File: config.mk
export PLATFORM = sky130hd
export DESIGN_NAME = adaptive_threshold
export DESIGN_NICKNAME = d
export VERILOG_FILES = /design/src/rtl/adaptive_threshold_pkg.sv /design/src/rtl/threshold_delay_line.sv /design/src/rtl/adaptive_threshold.sv
export SDC_FILE = /design/constraint.sdc
export NUM_CORES = 1
export LEC_CHECK = 0
export ABC_AREA = 0
export CAP_MARGIN = 10
export CORE_UTILIZATION = 25
export DETAILED_ROUTE_END_ITERATION = 10
export PLACE_DENSITY = 0.53
export SETUP_SLACK_MARGIN = 0.05
export SKIP_CTS_REPAIR_TIMING = 1
export SYNTH_ARGS = -nofsm -noshare
export SYNTH_HDL_FRONTEND = slang
export SYNTH_HIERARCHICAL = 1
export SYNTH_SLANG_ARGS = --single-unit
export TNS_END_PERCENT = 30
File: constraint.sdc
create_clock -name clock -period 2.22 [get_ports clock]
set_input_delay 0.666 -clock clock [delete_from_list [all_inputs] [get_ports clock]]
set_output_delay 0.666 -clock clock [all_outputs]
set_load 0.02 [all_outputs]
File: src/rtl/adaptive_threshold_pkg.sv
// rtl/adaptive_threshold_pkg.sv - shared constants, FSM states and compare helper for adaptive_threshold
package adaptive_threshold_pkg;

  localparam logic [2:0] STATE_BOX_FILTER = 3'd1;
  localparam logic [2:0] STATE_THRESHOLD  = 3'd2;

  localparam int PIX_BITS = 8;

  localparam logic [PIX_BITS-1:0] PIX_BLACK = 8'd0;
  localparam logic [PIX_BITS-1:0] PIX_WHITE = 8'd255;

  typedef enum logic [1:0] {
    IDLE  = 2'd0,
    SCAN  = 2'd1,
    DRAIN = 2'd2,
    DONE  = 2'd3
  } thr_state_t;

  // True when pixel - mean + offset > 0, evaluated in 10-bit signed so nothing wraps.
  function automatic logic above_threshold(input logic [PIX_BITS-1:0] pix,
                                           input logic [PIX_BITS-1:0] mean,
                                           input logic [PIX_BITS-1:0] offset);
    logic [PIX_BITS+1:0] d;
    d = {2'b00, pix} - {2'b00, mean} + {2'b00, offset};
    return !d[PIX_BITS+1] && (d != '0);
  endfunction

endpackage

File: src/rtl/threshold_delay_line.sv
// rtl/threshold_delay_line.sv - {valid, address} shift register aligning write addresses with read data
module threshold_delay_line #(
  parameter int DEPTH     = 2,
  parameter int ADDR_BITS = 16
) (
  input  logic                 clock,
  input  logic                 reset,
  input  logic                 flush,
  input  logic                 in_valid,
  input  logic [ADDR_BITS-1:0] in_addr,
  output logic                 tap_valid,
  output logic                 out_valid,
  output logic [ADDR_BITS-1:0] out_addr
);

  logic [DEPTH-1:0]     valid_sr;
  logic [ADDR_BITS-1:0] addr_sr [DEPTH];

  always_ff @(posedge clock or posedge reset) begin
    if (reset) begin
      valid_sr <= '0;
      for (int i = 0; i < DEPTH; i++) begin
        addr_sr[i] <= '0;
      end
    end else begin
      valid_sr   <= flush ? '0 : {valid_sr[DEPTH-2:0], in_valid};
      addr_sr[0] <= in_addr;
      for (int i = 1; i < DEPTH; i++) begin
        addr_sr[i] <= addr_sr[i-1];
      end
    end
  end

  // The stage before the output marks when read data is valid for the compare register.
  assign tap_valid = valid_sr[DEPTH-2];
  assign out_valid = valid_sr[DEPTH-1];
  assign out_addr  = addr_sr[DEPTH-1];

endmodule

File: src/rtl/adaptive_threshold.sv
// rtl/adaptive_threshold.sv - binary threshold of image against local mean; ADAPTIVE_THRESHOLD_FG_COUNT_EN adds oFgCount
module adaptive_threshold
  import adaptive_threshold_pkg::*;
#(
  parameter int         WIDTH_BITS   = 8,
  parameter int         HEIGHT_BITS  = 8,
  parameter int         READ_LATENCY = 1,
  parameter logic [2:0] STATE_ID     = STATE_THRESHOLD
) (
  input  logic                    clock,
  input  logic                    reset,
  input  logic [2:0]              global_state,
  input  logic [PIX_BITS-1:0]     iOffset,
  output logic [WIDTH_BITS-1:0]   oImageCol,
  output logic [HEIGHT_BITS-1:0]  oImageRow,
  input  logic [PIX_BITS-1:0]     iImageData,
  output logic [WIDTH_BITS-1:0]   oMeanCol,
  output logic [HEIGHT_BITS-1:0]  oMeanRow,
  input  logic [PIX_BITS-1:0]     iMeanData,
  output logic [WIDTH_BITS-1:0]   oResultCol,
  output logic [HEIGHT_BITS-1:0]  oResultRow,
  output logic [PIX_BITS-1:0]     oResultData,
  output logic                    oResultWren,
  output logic                    finished
`ifdef ADAPTIVE_THRESHOLD_FG_COUNT_EN
  ,
  output logic [WIDTH_BITS+HEIGHT_BITS:0] oFgCount
`endif
);

  localparam int                   ADDR_BITS  = WIDTH_BITS + HEIGHT_BITS;
  localparam int                   DEPTH      = READ_LATENCY + 1;
  localparam logic [ADDR_BITS-1:0] LAST_POS   = '1;
  localparam logic [1:0]           DRAIN_LAST = 2'(READ_LATENCY);

  thr_state_t            state;
  thr_state_t            state_next;
  logic [ADDR_BITS-1:0]  pos;
  logic [PIX_BITS-1:0]   offset_q;
  logic [1:0]            drain_cnt;
  logic [PIX_BITS-1:0]   result_data;
  logic                  enabled;
  logic                  start_scan;
  logic                  push_valid;
  logic                  flush;
  logic                  tap_valid;
  logic [ADDR_BITS-1:0]  result_addr;

  assign enabled = (global_state == STATE_ID);

  always_ff @(posedge clock or posedge reset) begin
    if (reset) begin
      state <= IDLE;
    end else begin
      state <= state_next;
    end
  end

  always_comb begin
    state_next = state;
    case (state)
      IDLE:    if (enabled && !finished) state_next = SCAN;
      SCAN:    if (!enabled) state_next = IDLE;
               else if (pos == LAST_POS) state_next = DRAIN;
      DRAIN:   if (!enabled) state_next = IDLE;
               else if (drain_cnt == DRAIN_LAST) state_next = DONE;
      DONE:    state_next = DONE;
      default: state_next = IDLE;
    endcase
  end

  // Leaving the enabled phase mid-run discards every read still in flight.
  always_comb begin
    start_scan = 1'b0;
    push_valid = 1'b0;
    flush      = 1'b0;
    case (state)
      IDLE:    start_scan = (state_next == SCAN);
      SCAN:    begin
                 push_valid = 1'b1;
                 flush      = !enabled;
               end
      DRAIN:   flush = !enabled;
      default: ;
    endcase
  end

  always_ff @(posedge clock or posedge reset) begin
    if (reset) begin
      pos       <= '0;
      offset_q  <= '0;
      drain_cnt <= '0;
      finished  <= 1'b0;
    end else begin
      if (start_scan) begin
        pos      <= '0;
        offset_q <= iOffset;
      end else if (state == SCAN) begin
        pos <= pos + 1'b1;
      end
      if (state == SCAN) begin
        drain_cnt <= '0;
      end else if (state == DRAIN) begin
        drain_cnt <= drain_cnt + 1'b1;
      end
      if (state == DRAIN && state_next == DONE) begin
        finished <= 1'b1;
      end
    end
  end

  assign oImageCol = pos[WIDTH_BITS-1:0];
  assign oImageRow = pos[ADDR_BITS-1:WIDTH_BITS];
  assign oMeanCol  = pos[WIDTH_BITS-1:0];
  assign oMeanRow  = pos[ADDR_BITS-1:WIDTH_BITS];

  threshold_delay_line #(
    .DEPTH     (DEPTH),
    .ADDR_BITS (ADDR_BITS)
  ) u_delay_line (
    .clock     (clock),
    .reset     (reset),
    .flush     (flush),
    .in_valid  (push_valid),
    .in_addr   (pos),
    .tap_valid (tap_valid),
    .out_valid (oResultWren),
    .out_addr  (result_addr)
  );

  always_ff @(posedge clock or posedge reset) begin
    if (reset) begin
      result_data <= PIX_BLACK;
    end else begin
      result_data <= (tap_valid && above_threshold(iImageData, iMeanData, offset_q))
                     ? PIX_WHITE : PIX_BLACK;
    end
  end

  assign oResultData = result_data;
  assign oResultCol  = result_addr[WIDTH_BITS-1:0];
  assign oResultRow  = result_addr[ADDR_BITS-1:WIDTH_BITS];

`ifdef ADAPTIVE_THRESHOLD_FG_COUNT_EN
  logic [ADDR_BITS:0] fg_count;

  always_ff @(posedge clock or posedge reset) begin
    if (reset) begin
      fg_count <= '0;
    end else if (start_scan) begin
      fg_count <= '0;
    end else if (oResultWren && oResultData == PIX_WHITE) begin
      fg_count <= fg_count + 1'b1;
    end
  end

  assign oFgCount = fg_count;
`endif

endmodule

==> results of run 1 <==
==> layout make-up <==
class,instances,area (um2),share of cell area (%)
Tap cell,172,215,4.49
Sequential cell,64,1600,33.4
Timing Repair Buffer,114,1110,23.2
Inverter,18,75.1,1.57
Multi-Input combinational cell,173,1490,31.1
Clock inverter,7,71.3,1.49
Clock buffer,9,225,4.70
==> worst paths after layout <==
| path | start | to | slack [ns] | cells past startpoint |
|---|---|---|---|---|
| min in group asynchronous | reset | pos[13] | 0.77 | 3 |
| min | u_delay_line/addr_sr[17] | u_delay_line/out_addr[1] | 0.35 | 0 |
| max in group asynchronous | reset | u_delay_line/addr_sr[31] | 1.13 | 3 |
| min reg2reg | u_delay_line/addr_sr[17] | u_delay_line/out_addr[1] | 0.35 | 0 |
| max | iImageData[3] | oResultData[6] | -0.77 | 12 |
| max reg2reg | offset_q[0] | oResultData[6] | 0.01 | 8 |
==> through the flow <==
| step | worst slack [ns] | std cells | hold slack (ns) |
|---|---|---|---|
| after global routing | -0.843 | 557 | 0.352 |
| after CTS | -1.37 | 554 | 0.347 |
| after floorplan | -0.906 | 297 | 0.331 |
| final | -0.773 | 557 | 0.346 |
| after global placement | -1.61 | 538 | 0.331 |
| after detailed placement | -1.69 | 538 | 0.335 |
==> state kept, by name (all words and copies together) (netlist names) <==
register	cells
u_delay_line/addr_sr	16
finished	1
drain_cnt	2
state	2
oResultData	1
u_delay_line/valid_sr	2
offset_q	8
u_delay_line/out_addr	16
pos	16
==> placed cells by master, fill, tap and decap left out, types with 2 or more instances in the layout <==
| master | Yosys | routed |
|---|---|---|
| sky130_fd_sc_hd__or3_1 | 2 | 2 |
| sky130_fd_sc_hd__o21ai_0 | 6 | 4 |
| sky130_fd_sc_hd__nor2_1 | 32 | 32 |
| sky130_fd_sc_hd__a21oi_1 | 10 | 8 |
| sky130_fd_sc_hd__clkdlybuf4s50_1 | 0 | 68 |
| sky130_fd_sc_hd__dlymetal6s2s_1 | 0 | 15 |
| sky130_fd_sc_hd__clkbuf_16 | 0 | 9 |
| sky130_fd_sc_hd__o21ai_1 | 7 | 5 |
| sky130_fd_sc_hd__ha_1 | 22 | 15 |
| sky130_fd_sc_hd__nor2b_1 | 9 | 6 |
| sky130_fd_sc_hd__xnor2_1 | 10 | 8 |
| sky130_fd_sc_hd__o21ai_2 | 1 | 5 |
| sky130_fd_sc_hd__inv_1 | 18 | 15 |
| sky130_fd_sc_hd__xor2_1 | 14 | 14 |
| sky130_fd_sc_hd__mux2i_1 | 2 | 2 |
| sky130_fd_sc_hd__nand2_1 | 12 | 12 |
| sky130_fd_sc_hd__nand4_1 | 3 | 3 |
| sky130_fd_sc_hd__and3_1 | 2 | 2 |
| sky130_fd_sc_hd__buf_4 | 41 | 27 |
| sky130_fd_sc_hd__mux2_1 | 8 | 8 |
| sky130_fd_sc_hd__buf_6 | 0 | 2 |
| sky130_fd_sc_hd__ha_4 | 0 | 7 |
| sky130_fd_sc_hd__nor2b_4 | 0 | 2 |
| sky130_fd_sc_hd__nand3_1 | 3 | 3 |
| sky130_fd_sc_hd__xnor2_2 | 0 | 2 |
| sky130_fd_sc_hd__a21oi_2 | 1 | 2 |
| sky130_fd_sc_hd__dfrtp_1 | 64 | 64 |
| sky130_fd_sc_hd__a21oi_4 | 1 | 2 |
| sky130_fd_sc_hd__a21o_1 | 2 | 2 |
| sky130_fd_sc_hd__clkinv_2 | 0 | 3 |
| sky130_fd_sc_hd__nor3_1 | 3 | 3 |
| sky130_fd_sc_hd__inv_2 | 0 | 2 |
| sky130_fd_sc_hd__clkinv_4 | 0 | 2 |
==> critical path: cells and delay by family <==
| family | cells | cell delay, ns |
|---|---|---|
| adder cells (fa/ha/maj) | 2 | 0.62 |
| AND/OR/NAND/NOR | 1 | 0.04 |
| buffers and inverters | 2 | 0.56 |
| XOR/XNOR | 1 | 0.15 |
| AO/OA/AOI/OAI | 6 | 1.16 |
==> cells in the mapped netlist (2+ instances only) <==
cell / number / area share [%]
sky130_fd_sc_hd__dfrtp_1: 64 / 49
sky130_fd_sc_hd__buf_4: 41 / 9.3
sky130_fd_sc_hd__nor2_1: 32 / 3.6
sky130_fd_sc_hd__ha_1: 22 / 8.3
sky130_fd_sc_hd__inv_1: 18 / 2.0
sky130_fd_sc_hd__xor2_1: 14 / 3.7
sky130_fd_sc_hd__nand2_1: 12 / 1.4
sky130_fd_sc_hd__a21oi_1: 10 / 1.5
sky130_fd_sc_hd__xnor2_1: 10 / 2.7
sky130_fd_sc_hd__nor2b_1: 9 / 1.7
sky130_fd_sc_hd__mux2_1: 8 / 2.7
sky130_fd_sc_hd__o21ai_1: 7 / 1.1
sky130_fd_sc_hd__o21ai_0: 6 / 0.91
sky130_fd_sc_hd__nand3_1: 3 / 0.45
sky130_fd_sc_hd__nand4_1: 3 / 0.57
sky130_fd_sc_hd__nor3_1: 3 / 0.45
sky130_fd_sc_hd__a21o_1: 2 / 0.45
sky130_fd_sc_hd__and3_1: 2 / 0.38
sky130_fd_sc_hd__fa_1: 2 / 1.2
sky130_fd_sc_hd__mux2i_1: 2 / 0.61
sky130_fd_sc_hd__or3_1: 2 / 0.38
==> cells by family (layout without fill, tap and decap cells) <==
logic type	Yosys count	after routing	share of synthesized area (%)
compound gates	41	41	9.14
xor+xnor	24	24	6.37
fa+ha+maj	24	24	9.56
buf+inv	60	148	11.5
flops	64	64	48.5
mux	10	10	3.34
simple gates	74	74	11.5
==> power by group <==
part / switching [mW] / internal [mW] / total (mW) / leakage (nW)
clock network: 0.502 / 0.869 / 1.37 / 0.150
registers: 0.159 / 1.37 / 1.53 / 0.860
logic: 1.04 / 1.11 / 2.15 / 1.36
total: 1.70 / 3.35 / 5.06 / 2.37
==> layer usage <==
metal  track usage (%)  up-vias
met2              16.8       63
met4              3.80        0
li1                  -     1125
met1              12.5     1075
met5                 0        -
met3              3.35        8
==> out/results.env, run 1 <==
TIMING.CRITICAL_PATH.TO_TYPE='flip-flop'
STATUS='finished with violations'
TIMING.FINAL.WS_SETUP_NS=-0.773
DIE_HEIGHT_UM=117
DIE-WIDTH_UM=117
MET3ROUTEDLENGTH_UM=377
POWER_LEAKAGE_nW=2.37
NETS=433
DRC=0
PLACEMENT.CELL_AREA_MM2=0.00428
DESIGN.CORE.AREA_MM2=0.0127
TIMING.CRITICAL_PATH.SLOWEST_STAGE_CELL='sky130_fd_sc_hd__clkdlybuf4s50_1'
ANTENNA_LEFT=0
SYNTH_SEQ_AREA_SHARE_PCT=48.5
TIMING.FINAL.SETUP_VIOLATIONS=1
OVERFLOW=0
DIE_AREA_MM2=0.0137
POST-ROUTE-MIN-PERIOD_NS=2.99
POST_ROUTE_CELL_AREA_MM2=0.00479
YS.FLOP_TYPE='sky130_fd_sc_hd__dfrtp_1'
CLK_LATENCY_NS=0.32
CP_DATA_ARRIVAL_TIME_NS=3.19
CLK_ROOT_BUFFER_CELL='sky130_fd_sc_hd__clkbuf_16'
FINAL-MAX-SLEW-VIOLATION-COUNT=0
AREA_GROWTH_PCT=45.2
GRT_SETUP_UNREPAIRED='true'
CLOCK_SINK_COUNT=64
CRITICAL_PATH.STARTPOINT_TYPE='input port'
CLOCK_SLEW_AT_THE_REGISTER_CLOCK_PINS_OF_THE_WORST_SETUP_AND_HOLD_PATHS_NS=0.05
AVGROUTEDWIREPERCELL_UM=11.7
CRITICAL_PATH.CELL_CHAIN='clkdlybuf4s50_1 > ha_4 > a21boi_4 > buf_4 > nor2_1 > ha_1 > o211a_1 > o21ai_2 > a32oi_2 > xnor2_1 > o2111ai_1 > o311a_1'
CRIT_PATH_LARGEST_CELL_DELAY_NS=0.44
LAYOUT.FILLER_CELLS=1268
GLOBAL_ROUTE_WIRE_LENGTH_BEFORE_REPAIR_UM=10600
MIN-DELAY-PATH-CLASS='flip-flop to flip-flop'
TRITONCTS='done'
MAX_SLEW_HEADROOM_PCT=71.1
VIOLATIONS='setup timing'
DRT_FIRST_PASS_ITERS=4
WORSTPATHREQUIRED_NS=2.42
WORST-SLEW-PIN-TRANSITION_NS=0.433
NETLIST_INSTANCES=297
WL_MET1_UM=2890
PIN_COUNT_OF_THE_BIGGEST_NET_ENTERING_GLOBAL_ROUTING=35
TOTAL_CHIP_POWER_mW=5.06
ASYNC_RESET_FF_SHARE_PCT=100
TIMING.CRITICAL_PATH.FANOUT_MAX=3
NUMBER_OF_CTS_INSERTED_BUFFERS=9
SETUP_TNS_NS=-0.773
CRITPATHKIND='input port to flip-flop'
PLACE.PORT_BUFFERS=86
DRIVE_ABOVE_1_SHARE_PCT=21.6
GROUTE.USAGE.OVERALL_PCT=10.2
DRT-VIAS-PER-INSTANCE=4.08
SYNTH_FP_NETS=350
DRV_CAP=0
NUMBER_OF_VIOLATIONS_REPORTED_AT_THE_END_OF_DETAILED_ROUTING_ITERATION_0=120
GP_ROUTABILITY_CONGESTION=0.781
FINALHOLDVIOLCOUNT=0
INITIAL_UTILIZATION_PCT=25.9
FIN_WORST_SKEW_NS=0.00855
GRT_ANTENNA_BEFORE_REPAIR=0
FINAL_CORE_UTILIZATION_PCT=37.6
FP-ROW-COUNT=41
DPL.HPWL_UM=4880
DETAILROUTE.WIRELENGTH.MET2_UM=3160
SYNTH.DISTINCT_CELLS=46
GRT_PASS1_VIAS=2264
POSTSYNTHREGISTERBITS=64
INSERTEDDIODECOUNT=0
IR_DROP_uV=423
SYN-MEAN-INSTANCE-AREA_UM2=11.1
CLOCKBUFFERDEPTH=2
PIN_COUNT=87
WL_UM=6520
TOP_METAL_USED='met4'
SYNTHESIS.AREA_MM2=0.00330
FINALCRITPERIODSHARE_PCT=135
TIMING.FMAX_GHz=0.334
CTS-HTREE-LEVELS=3
POWER-PER-CELL-AREA_mW_PER_MM2=1060
YOSYSWARNINGCOUNT=6
SYNTH_ENABLE_FLOP_CELLS=0
DR_TOTAL_VIAS=2271
Power figures use the tool's default switching activity.
==> inputs of run 2 (changes only) <==
- CORE_MARGIN: not set -> 2
- RECOVER_POWER: not set -> 25
- SETUP_SLACK_MARGIN: 0.05 -> 0.1
==> run 2 against run 1 <==
Fmax is essentially flat. Clock power increased by 12%. Worst setup slack improved by 0.0014 ns. Design area increased by 2.5%. Sequential cell count is the same. First-iteration DRC count decreased by 3.3%. Count of clock-buffer cells in the layout grew 1. Critical endpoint unchanged. Clock skew shrank 0.0012 ns. Largest cell class unchanged. Core utilization grew 0.79 points. Sequential share of layout area decreased by 0.82 points. Largest power group unchanged. Die area rose by 3.5%. The run still ends with setup timing left.
==> out/results.env, run 2 (synthesized netlist as in run 1, its figures left out) <==
DRT_FIRST_PASS_ITERS=4
CLK_ROOT_BUFFER_CELL='sky130_fd_sc_hd__clkbuf_16'
DETAILROUTE.WIRELENGTH.MET2_UM=3180
TOP_METAL_USED='met4'
INSERTEDDIODECOUNT=0
WORST-SLEW-PIN-TRANSITION_NS=0.715
TIMING.HOLD.WS_NS=0.343
CLOCKBUFFERDEPTH=2
POWER-PER-CELL-AREA_mW_PER_MM2=1080
CRITPATHKIND='input port to flip-flop'
MULTIINPUTGATEAREA_MM2=0.00150
FIN_WORST_SKEW_NS=0.00731
DRIVE_ABOVE_1_SHARE_PCT=22.9
CLOCK_SLEW_AT_THE_REGISTER_CLOCK_PINS_OF_THE_WORST_SETUP_AND_HOLD_PATHS_NS=0.06
GROUTE.USAGE.OVERALL_PCT=9.84
DPL.HPWL_UM=4880
PLACEDCELLCOUNT=538
DIE-WIDTH_UM=119
OVERFLOW=0
DESIGN.CORE.AREA_MM2=0.0128
CRITICAL_PATH.STARTPOINT_TYPE='input port'
LAYOUT.FILLER_CELLS=1223
LAYOUT.AREA.SEQ_MM2=0.00160
WL_MET1_UM=3030
FINALHOLDVIOLCOUNT=0
FINISH.CELL_COUNT_WITHOUT_FILLERS=560
FINAL_COMMON_CELL='sky130_fd_sc_hd__dfrtp_1'
PLACE.PORT_BUFFERS=86
NUMBER_OF_VIOLATIONS_REPORTED_AT_THE_END_OF_DETAILED_ROUTING_ITERATION_0=116
TRITONCTS='done'
TIMING.FINAL.WS_SETUP_NS=-0.772
TIMING.FMAX_GHz=0.334
INITIAL_UTILIZATION_PCT=25.8
MIN-DELAY-PATH-CLASS='flip-flop to flip-flop'
DR_TOTAL_VIAS=2295
AREA_GROWTH_PCT=48.8
AVGROUTEDWIREPERCELL_UM=11.8
NETS=436
SETUP_TNS_NS=-0.772
TIMING.CRITICAL_PATH.FANOUT_MAX=4
MOST_FREQUENT_CELLS_IN_THE_LAYOUT='sky130_fd_sc_hd__dfrtp_1 (64), sky130_fd_sc_hd__clkdlybuf4s50_1 (43), sky130_fd_sc_hd__dlymetal6s2s_1 (39), sky130_fd_sc_hd__nor2_1 (31), sky130_fd_sc_hd__buf_4 (29)'
CLK_LATENCY_NS=0.33
TIMING.CRITICAL_PATH.TO_TYPE='flip-flop'
WL_UM=6630
VIOLATIONS='setup timing'
MET3ROUTEDLENGTH_UM=363
DIE_AREA_MM2=0.0141
WORSTPATHREQUIRED_NS=2.43
GP_ROUTABILITY_CONGESTION=0.806
DRT-VIAS-PER-INSTANCE=4.10
IR_DROP_uV=480
TIMING.FINAL.SETUP_VIOLATIONS=1
PIN_COUNT_OF_THE_BIGGEST_NET_ENTERING_GLOBAL_ROUTING=31
ANTENNA_LEFT=0
FP-ROW-COUNT=41
POWER_LEAKAGE_nW=2.79
CLOCK_SINK_COUNT=64
POST-ROUTE-MIN-PERIOD_NS=2.99
CTS-HTREE-LEVELS=3
GRT_SETUP_UNREPAIRED='true'
GRT_ANTENNA_BEFORE_REPAIR=0
MAX_SLEW_HEADROOM_PCT=52.3
DRV_CAP=0
DRC=0
TOTAL_CHIP_POWER_mW=5.28
GLOBAL_ROUTE_WIRE_LENGTH_BEFORE_REPAIR_UM=11000
NUMBER_OF_CTS_INSERTED_BUFFERS=9
FINAL-MAX-SLEW-VIOLATION-COUNT=0
DIE_HEIGHT_UM=119
CP_DATA_ARRIVAL_TIME_NS=3.20
FINALCRITPERIODSHARE_PCT=135
STATUS='finished with violations'
PIN_COUNT=87
GRT_PASS1_VIAS=2291
run 2: cell count changes in the layout (fill, tap and decap cells not counted), sizes merged, moves of 2 or more:
cell and delta:
clkinvlp +3, clkbuf +2, clkinv -5, clkdlybuf4s50 -25, dlymetal6s2s +24, buf +2
run 2: per-stage QoR:
stage                     utilization, %  setup WS (ns)  area (um2)
after floorplan                        -         -0.906        3320
final                               38.4         -0.772        4910
after global placement              33.6          -1.61        4290
after global routing                38.4         -0.857        4910
after detailed placement            33.6          -1.69        4290
after CTS                           36.2          -1.37        4620
run 2: power by group:
group | switching, mW | internal (mW) | total (mW)
clock network | 0.516 | 1.02 | 1.53
logic | 1.07 | 1.15 | 2.22
registers | 0.154 | 1.37 | 1.53
run 2: path summary, 6_finish.rpt:
kind	from	to	slack (ns)	cells after the start
min in group asynchronous	reset	u_delay_line/out_addr[10]	0.71	2
max in group asynchronous	reset	u_delay_line/addr_sr[16]	0.58	3
worst min register to register	u_delay_line/addr_sr[16]	u_delay_line/out_addr[0]	0.34	0
worst max-delay path	iMeanData[0]	oResultData[6]	-0.77	14
worst min-delay path	u_delay_line/addr_sr[16]	u_delay_line/out_addr[0]	0.34	0
worst max register to register	offset_q[0]	oResultData[6]	0.05	8
run 2: metal layers:
layer / global-route usage [%] / vias up
met5: 0 / -
li1: - / 1132
met4: 2.90 / 0
met2: 15.7 / 57
met1: 12.4 / 1100
met3: 3.78 / 6
run 2: area by class of cell:
cell class / instances / area share, %
tap: 172 / 4.38
multi-input combinational: 173 / 30.6
clock inverter: 6 / 1.86
inverter: 18 / 1.53
clock buffer: 10 / 4.87
timing repair buffer: 117 / 24.1
sequential: 64 / 32.6
run 2: worst max-delay path: stages:
cell                        delay, ns
sky130_fd_sc_hd__buf_2           0.12
sky130_fd_sc_hd__ha_4            0.16
sky130_fd_sc_hd__fa_2            0.36
sky130_fd_sc_hd__nor2b_2         0.13
sky130_fd_sc_hd__o21ai_2         0.06
sky130_fd_sc_hd__nor2b_4         0.13
sky130_fd_sc_hd__xnor2_2         0.14
sky130_fd_sc_hd__ha_4            0.30
sky130_fd_sc_hd__o211a_1         0.16
sky130_fd_sc_hd__o21ai_2         0.07
sky130_fd_sc_hd__a32oi_2         0.28
sky130_fd_sc_hd__xnor2_2         0.15
sky130_fd_sc_hd__o2111ai_2       0.12
sky130_fd_sc_hd__o311a_1         0.37
==> inputs of run 3 (changes only) <==
- CORE_ASPECT_RATIO: not set -> 1.2
==> run 3 against run 2 <==
The run still ends with setup timing left. Sequential cell count unchanged. Die area hardly changed. Combinational power down 2%. Worst setup slack worse by 0.073 ns. Wire length is 1.6% higher. Design area is 0.15% lower. Fmax decreased by 2.4%. First-iteration DRC count decreased by 53%. Non-clock buffer count unchanged. Register-to-register slack got worse by 0.05 ns. Critical path type unchanged. Critical endpoint unchanged. Highest routed layer unchanged.
==> out/results.env, run 3 (synthesized netlist as in run 1, its figures left out) <==
WORSTPATHREQUIRED_NS=2.42
PLACE.PORT_BUFFERS=86
TRITONCTS='done'
DPL.HPWL_UM=4940
DRT-VIAS-PER-INSTANCE=4.19
GP_ROUTABILITY_CONGESTION=0.794
CRITPATHKIND='input port to flip-flop'
CP_DATA_ARRIVAL_TIME_NS=3.27
TIMING.CRITICAL_PATH.FANOUT_MAX=5
CLOCKBUFFERDEPTH=2
PIN_COUNT_OF_THE_BIGGEST_NET_ENTERING_GLOBAL_ROUTING=33
INSERTEDDIODECOUNT=0
VIOLATIONS='setup timing'
DR_TOTAL_VIAS=2327
SETUP.REG_TO_REG.WORST_SLACK_NS=0
AREA_GROWTH_PCT=48.6
CLOCK_POWER_SHARE_PCT=29.4
AVGROUTEDWIREPERCELL_UM=12.1
PIN_COUNT=87
INTERNAL_POWER_mW=3.49
REGISTER_SHARE_OF_TOTAL_POWER_PCT=29.2
TIMING.CRITICAL_PATH.TO_TYPE='flip-flop'
FINALCRITPERIODSHARE_PCT=138
TIMING.FMAX_GHz=0.326
INITIAL_UTILIZATION_PCT=25.3
P_SW_SHARE_PCT=33.4
DIE-WIDTH_UM=109
POWER-PER-CELL-AREA_mW_PER_MM2=1070
IR_DROP_uV=546
MOST_FREQUENT_CELLS_IN_THE_LAYOUT='sky130_fd_sc_hd__dfrtp_1 (64), sky130_fd_sc_hd__clkdlybuf4s50_1 (48), sky130_fd_sc_hd__dlymetal6s2s_1 (34), sky130_fd_sc_hd__nor2_1 (30), sky130_fd_sc_hd__buf_4 (28)'
POST-ROUTE-MIN-PERIOD_NS=3.07
NUMBER_OF_CTS_INSERTED_BUFFERS=9
CRITICAL_PATH.STARTPOINT_TYPE='input port'
CLOCK_SINK_COUNT=64
CLOCK_SLEW_AT_THE_REGISTER_CLOCK_PINS_OF_THE_WORST_SETUP_AND_HOLD_PATHS_NS=0.06
DETAILROUTE.WIRELENGTH.MET2_UM=3500
DRIVE_ABOVE_1_SHARE_PCT=23.2
TIMING.FINAL.SETUP_VIOLATIONS=1
FIN_WORST_SKEW_NS=0.00790
WL_UM=6730
DRT_FIRST_PASS_ITERS=3
TOP_METAL_USED='met4'
GRT_SETUP_UNREPAIRED='true'
CLK_ROOT_BUFFER_CELL='sky130_fd_sc_hd__clkbuf_16'
DIE_AREA_MM2=0.0141
DRV_CAP=0
STATUS='finished with violations'
CLK_LATENCY_NS=0.33
LAYOUT.FILLER_CELLS=1323
MIN-DELAY-PATH-CLASS='flip-flop to flip-flop'
NETS=436
DIE_HEIGHT_UM=130
NUMBER_OF_VIOLATIONS_REPORTED_AT_THE_END_OF_DETAILED_ROUTING_ITERATION_0=55
FINAL-MAX-SLEW-VIOLATION-COUNT=0
GRT_PASS1_VIAS=2339
GROUTE.USAGE.OVERALL_PCT=9.93
WL_MET1_UM=2710
GLOBAL_ROUTE_WIRE_LENGTH_BEFORE_REPAIR_UM=11000
WORST-SLEW-PIN-TRANSITION_NS=0.760
MAX_SLEW_HEADROOM_PCT=49.3
P_COMB_SHARE_PCT=41.4
POWER.NET_SWITCHING_mW=1.75
TIMING.HOLD.WS_NS=0.342
ANTENNA_LEFT=0
FINALHOLDVIOLCOUNT=0
SETUP_TNS_NS=-0.845
OVERFLOW=0
DESIGN.CORE.AREA_MM2=0.0131
GRT_ANTENNA_BEFORE_REPAIR=0
TIMING.FINAL.WS_SETUP_NS=-0.845
DRC=0
FINAL_COMMON_CELL='sky130_fd_sc_hd__dfrtp_1'
POWER_LEAKAGE_nW=2.72
MET3ROUTEDLENGTH_UM=382
FP-ROW-COUNT=46
CTS-HTREE-LEVELS=3
[run 3: changes by cell type in the layout (fill, tap and decap cells not counted), moves of 2 or more]
cell	before	now
sky130_fd_sc_hd__ha_4	7	5
sky130_fd_sc_hd__ha_2	0	2
sky130_fd_sc_hd__clkinvlp_4	3	0
sky130_fd_sc_hd__o21ai_1	6	4
sky130_fd_sc_hd__clkinv_4	0	2
sky130_fd_sc_hd__clkdlybuf4s50_1	43	48
sky130_fd_sc_hd__dlymetal6s2s_1	39	34
[run 3: path summary, 6_finish.rpt]
path                                     startpoint  depth (start not counted)                  endpoint
max                                   iImageData[1]                         14            oResultData[6]
min                        u_delay_line/addr_sr[24]                          0  u_delay_line/out_addr[8]
max reg2reg                             offset_q[0]                          8            oResultData[6]
min reg2reg                u_delay_line/addr_sr[24]                          0  u_delay_line/out_addr[8]
max in group asynchronous                     reset                          3  u_delay_line/addr_sr[16]
min in group asynchronous                     reset                          2  u_delay_line/valid_sr[0]
[run 3: power groups by stage]
stage / Sequential, mW / Combinational, mW / Clock (mW)
4_1_cts: 1.54 / 1.97 / 1.59
3_3_place_gp: 1.55 / 1.93 / 0
3_5_place_dp: 1.56 / 1.96 / 0
6_report: 1.53 / 2.17 / 1.54
5_1_grt: 1.56 / 2.40 / 1.64
2_1_floorplan: 1.55 / 1.35 / 0
[run 3: worst max-delay path, stage by stage]
cell	delay [ns]
sky130_fd_sc_hd__dlymetal6s2s_1	0.14
sky130_fd_sc_hd__ha_1	0.29
sky130_fd_sc_hd__nor2b_4	0.13
sky130_fd_sc_hd__o21ai_2	0.20
sky130_fd_sc_hd__a21boi_4	0.08
sky130_fd_sc_hd__o21ai_2	0.14
sky130_fd_sc_hd__nor2b_2	0.17
sky130_fd_sc_hd__xnor2_1	0.10
sky130_fd_sc_hd__ha_2	0.40
sky130_fd_sc_hd__o21ai_2	0.08
sky130_fd_sc_hd__a32oi_2	0.22
sky130_fd_sc_hd__xnor2_2	0.15
sky130_fd_sc_hd__o2111ai_2	0.13
sky130_fd_sc_hd__o311a_1	0.37
[run 3: per-layer routing]
layer  up-vias  track usage [%]
li1       1134                -
met1      1124             11.2
met2        58             17.6
met3        11             2.70
met4         0             4.00
met5         -                0
[run 3: metrics by stage]
stage / power, mW / cell area, um2 / utilization [%] / setup slack [ns] / cells
after floorplan: 2.90 / 3320 / - / -0.906 / 297
after global placement: 3.47 / 4310 / 33.0 / -1.61 / 537
after detailed placement: 3.51 / 4310 / 33.0 / -1.68 / 537
after CTS: 5.10 / 4640 / 35.5 / -1.36 / 553
after global routing: 5.60 / 4900 / 37.5 / -0.979 / 556
final: 5.24 / 4900 / 37.5 / -0.845 / 556
[run 3: layout make-up]
type	instances	area [um2]	share of cell area (%)
clock inverter	6	91.3	1.86
multi-input combinational	173	1510	30.8
tap	168	210	4.29
clock buffer	10	239	4.87
timing repair buffer	117	1180	24.0
sequential	64	1600	32.7
inverter	18	75.1	1.53
